===== src/rtl/lc3b_mem_arbiter.sv =====
// Single-port memory arbiter sharing one memory port between IF (read-only) and MEM (read/write).
// Define LC3B_ARB_ROUND_ROBIN_EN for round-robin on contention; otherwise data always wins.
module lc3b_mem_arbiter #(
  parameter int DATA_W = 16
) (
  input  logic              clk,
  input  logic              rst_n,
  input  logic              if_read,
  input  logic [DATA_W-1:0] if_address,
  output logic [DATA_W-1:0] if_rdata,
  output logic              if_resp,
  input  logic              d_read,
  input  logic              d_write,
  input  logic [1:0]        d_byte_enable,
  input  logic [DATA_W-1:0] d_address,
  input  logic [DATA_W-1:0] d_wdata,
  output logic [DATA_W-1:0] d_rdata,
  output logic              d_resp,
  output logic              mem_read,
  output logic              mem_write,
  output logic [1:0]        mem_byte_enable,
  output logic [DATA_W-1:0] mem_address,
  output logic [DATA_W-1:0] mem_wdata,
  input  logic [DATA_W-1:0] mem_rdata,
  input  logic              mem_resp,
  output logic              busy
);

  localparam logic [1:0] S_IDLE  = 2'b00;
  localparam logic [1:0] S_FETCH = 2'b01;
  localparam logic [1:0] S_DATA  = 2'b10;

  logic [1:0] state_q, state_d;
  logic       last_grant_q, last_grant_d;
  logic       if_req, d_req;

  assign if_req = if_read;
  assign d_req  = d_read | d_write;

  always_comb begin
    state_d      = state_q;
    last_grant_d = last_grant_q;
    case (state_q)
      S_IDLE: begin
        if (if_req && d_req) begin
`ifdef LC3B_ARB_ROUND_ROBIN_EN
          state_d = last_grant_q ? S_FETCH : S_DATA;
`else
          state_d = S_DATA;
`endif
        end else if (d_req) begin
          state_d = S_DATA;
        end else if (if_req) begin
          state_d = S_FETCH;
        end
      end
      S_FETCH: begin
        if (mem_resp) begin
          state_d      = S_IDLE;
          last_grant_d = 1'b0;
        end else if (!if_req) begin
          state_d = S_IDLE;
        end
      end
      S_DATA: begin
        if (mem_resp) begin
          state_d      = S_IDLE;
          last_grant_d = 1'b1;
        end else if (!d_req) begin
          state_d = S_IDLE;
        end
      end
      default: state_d = S_IDLE;
    endcase
  end

  always_ff @(posedge clk) begin
    if (!rst_n) begin
      state_q      <= S_IDLE;
      last_grant_q <= 1'b0;
    end else begin
      state_q      <= state_d;
      last_grant_q <= last_grant_d;
    end
  end

  // Address/data are passed through unregistered; requesters hold them stable while granted.
  always_comb begin
    mem_read        = 1'b0;
    mem_write       = 1'b0;
    mem_byte_enable = 2'b00;
    mem_address     = '0;
    mem_wdata       = '0;
    if_resp         = 1'b0;
    if_rdata        = '0;
    d_resp          = 1'b0;
    d_rdata         = '0;
    case (state_q)
      S_FETCH: begin
        mem_read        = if_read;
        mem_byte_enable = 2'b11;
        mem_address     = if_address;
        if_resp         = mem_resp;
        if_rdata        = mem_rdata;
      end
      S_DATA: begin
        mem_read        = d_read & ~d_write;
        mem_write       = d_write;
        mem_byte_enable = d_write ? d_byte_enable : 2'b11;
        mem_address     = d_address;
        mem_wdata       = d_wdata;
        d_resp          = mem_resp;
        d_rdata         = mem_rdata;
      end
      default: ;
    endcase
  end

  assign busy = (state_q != S_IDLE);

endmodule


===== config.mk =====
export PLATFORM = sky130hd
export DESIGN_NAME = lc3b_mem_arbiter
export DESIGN_NICKNAME = d
export VERILOG_FILES = /design/src/rtl/lc3b_mem_arbiter.sv
export SDC_FILE = /design/constraint.sdc
export NUM_CORES = 1
export LEC_CHECK = 0
export ABC_AREA = 1
export ABC_CLOCK_PERIOD_IN_PS = 3200
export BUFFER_PORTS_ARGS = -buffer_cell sky130_fd_sc_hd__buf_2
export CAP_MARGIN = 0
export CORE_MARGIN = 3
export CORE_UTILIZATION = 31
export CTS_CLUSTER_SIZE = 30
export DETAILED_ROUTE_END_ITERATION = 8
export PLACE_DENSITY_LB_ADDON = 0.12
export SYNTH_ARGS = -nofsm -noshare
export SYNTH_HDL_FRONTEND = slang
export SYNTH_SLANG_ARGS = --single-unit

===== constraint.sdc =====
create_clock -name clk -period 3.2 [get_ports clk]
set_input_delay 0.32 -clock clk [delete_from_list [all_inputs] [get_ports clk]]
set_output_delay 0.32 -clock clk [all_outputs]
set_load 0.03 [all_outputs]

==> flow_metrics.tcl <==
set metrics [dict create \
    final.period_utilization_pct 70.4 \
    worst_slew_pin_slew_ns 0.818 \
    cts-root-to-sink-buffers 2 \
    critPathRequiredTime_ns 2.88 \
    syn_avg_cell_area_um2 4.54 \
    route.final.wire_length_mm 3.64 \
    clockRootBuffer "sky130_fd_sc_hd__clkbuf_4" \
    worst_path_largest_cell_delay_ns 0.70 \
    startpoint_type "flop" \
    synth-edff-count 0 \
    grt_util_all_layers_pct 16.4 \
    cpMaxStageDelayCell "sky130_fd_sc_hd__ha_1" \
    area_delta_synth_final_pct 79.4 \
    n_antenna_cell 0 \
    grt_setup_unrepaired "false" \
    largest_reg_flops 2 \
    max_slew_violations 0 \
    die_w_um 60.4 \
    achievable-frequency_ghz 0.444 \
    route.antenna.remaining_nets 0 \
    number_of_buffers_created_by_cts 3 \
    grt_start_max_net_pins 26 \
    postCtsResizedCells 0 \
    detail_route.wl_per_cell_um 9.83 \
    end_kind "primary output" \
    syn-num-nets 278 \
    layout_top_registers "state_q (2)" \
    power.density_cell_area_mw_per_mm2 302 \
    global_route_wire_length_before_repair_mm 4.77 \
    finalSetupViolCount 0 \
    fill_cells 312 \
    vias 1525 \
    max-slew-margin-rel_pct 45.4 \
    postCtsHoldBufs 0 \
    criticalPathCategory "reg2out" \
    synth_async_sr_flop_share_pct 0 \
    synth_seq_area_share_pct 4.37 \
    cts_sinks 2 \
    drt_first_iter_violations 57 \
    finish.net_count 417 \
    number_of_antenna_violations_at_the_first_check_in_global_routing 0 \
    worst_path_dominant_cell_family "adder cells" \
    cp_cell_sequence "inv_1 -> ha_1 -> buf_4 -> nand2_1 -> inv_1 -> buf_2" \
    setup-tns-final_ns 0 \
    syn_area_um2 917 \
    synth_ff_type "sky130_fd_sc_hd__dfxtp_1" \
    post_synth_inst_count 202 \
    critical_path_peak_fanout 25 \
    max_vdd_drop_mv 0.245 \
    worst_clock_skew_ns 0.000150 \
    globalplace.congestion 0.753 \
    static-leakage-power_nw 1.40 \
    htree_levels 1 \
    min-delay-path-class "in2reg" \
    firstDrtPassIters 4 \
    regMostFlops "state_q" \
    grt_pass1_vias 1159 \
    detailed_place_hpwl_mm 3.11 \
    drv.max_cap_violation_count 0 \
    synth.distinct_cells 17 \
    core.rowCount 19 \
    detail_route.vias_per_cell 4.12 \
    io_pins 143 \
    netlist_top_cells_count "87 x sky130_fd_sc_hd__nand2_1, 60 x sky130_fd_sc_hd__inv_1, 20 x sky130_fd_sc_hd__a21oi_1" \
    placeableCoreArea_mm2 0.00278 \
    cts_tree "yes" \
    critPathBufInv 4 \
    start_util_pct 33.0 \
    synth-warning-count 0 \
    synthDominantCellAreaShare_pct 35.6 \
    worstSkewPairLatency_ns 0.22 \
    post_route_cells_drive_above_1_share_pct 46.3 \
    clk_transition_reported_paths_ns 0.03 \
    crit_top_cell "sky130_fd_sc_hd__inv_1" \
    cts_setup_buffers 0 \
    fin_crit_ns 2.25 \
    yosysMostFrequentCell "sky130_fd_sc_hd__nand2_1" \
    synth.ff_latch_count 2 \
    run_status "finished, final reports clean" \
    hold_violations 0 \
    timing.hold.ws_ns 0.341 \
    port_buffers 142 \
    dieArea_mm2 0.00365 \
    die_height_um 60.4 \
    arrival_ns 1.93 \
    yosys-top-cells-area "sky130_fd_sc_hd__nand2_1 36%, sky130_fd_sc_hd__inv_1 25%, sky130_fd_sc_hd__a21oi_1 11%" \
    grt_overflow_total 0 \
    drc 0 \
    yosysTopAreaCell "sky130_fd_sc_hd__nand2_1" \
]
[cell type report]
class	instances	area, µm²	share of cell area, %
tap	31	38.8	2.36
inverter	62	233	14.1
multi-input combinational	127	578	35.1
timing repair buffer	145	733	44.6
clock buffer	3	22.5	1.37
sequential	2	40.0	2.43
[power by group]
group	switching, mW	internal [mW]
combinational	0.286	0.125
clock	0.0130	0.0413
sequential	0.00277	0.0284
[worst paths after layout]
kind                                         startpoint                      end  slack [ns]  depth (start not counted)
worst max register to register  state_q[0]$_SDFFE_PN0P_  state_q[0]$_SDFFE_PN0P_        1.75                          7
worst min register to register  state_q[1]$_SDFFE_PN0P_  state_q[1]$_SDFFE_PN0P_        0.48                          2
worst min-delay path                              rst_n  state_q[1]$_SDFFE_PN0P_        0.34                          3
worst max-delay path            state_q[1]$_SDFFE_PN0P_              if_rdata[7]        0.95                          6
[tightest hold or removal path, delay by kind of cell]
kind | cells | cell delay, ns
buffers and inverters | 2 | 0.17
AOI/OAI and AO/OA | 1 | 0.03
[cells by family after synthesis]
| logic type | after synthesis | share of synthesized area, % |
|---|---|---|
| compound gates | 24 | 13.9 |
| buf+inv | 73 | 32.9 |
| fa+ha+maj | 4 | 5.46 |
| flops | 2 | 4.37 |
| simple gates | 99 | 43.4 |
[routing by layer]
layer,part of all wire (%),vias to the layer above,routed length [µm],global-route usage (%)
li1,-,844,-,-
met1,36,613,1310,17.4
met2,54,68,1950,34.4
met3,10,0,381,1.28
met4,0,0,0,2.85
met5,0,-,0,0
[cell usage in the layout, fill, tap and decap left out]
| cell type | instances |
|---|---|
| sky130_fd_sc_hd__buf_2 | 142 |
| sky130_fd_sc_hd__nand3_1 | 5 |
| sky130_fd_sc_hd__a21oi_1 | 20 |
| sky130_fd_sc_hd__a21oi_2 | 1 |
| sky130_fd_sc_hd__o21ai_2 | 1 |
| sky130_fd_sc_hd__inv_2 | 1 |
| sky130_fd_sc_hd__ha_2 | 1 |
| sky130_fd_sc_hd__inv_1 | 60 |
| sky130_fd_sc_hd__nand3_2 | 2 |
| sky130_fd_sc_hd__clkbuf_4 | 3 |
| sky130_fd_sc_hd__nor2_1 | 2 |
| sky130_fd_sc_hd__dfxtp_1 | 2 |
| sky130_fd_sc_hd__clkinv_1 | 1 |
| sky130_fd_sc_hd__ha_1 | 3 |
| sky130_fd_sc_hd__nand2_1 | 87 |
| sky130_fd_sc_hd__buf_4 | 3 |
| sky130_fd_sc_hd__o21ai_0 | 2 |
| sky130_fd_sc_hd__nand2_2 | 3 |
[stage by stage]
step	util, %	setup slack [ns]	instance area, µm²	total power [mW]	std cells
floorplan	-	1.33	917	0.318	202
global placement	58.3	1.20	1620	0.445	367
detailed placement	58.3	1.14	1620	0.447	367
CTS	59.2	0.888	1650	0.505	370
global route	59.2	0.757	1650	0.540	370
finish	59.2	0.946	1650	0.496	370
(Power assumes the default switching activity.)
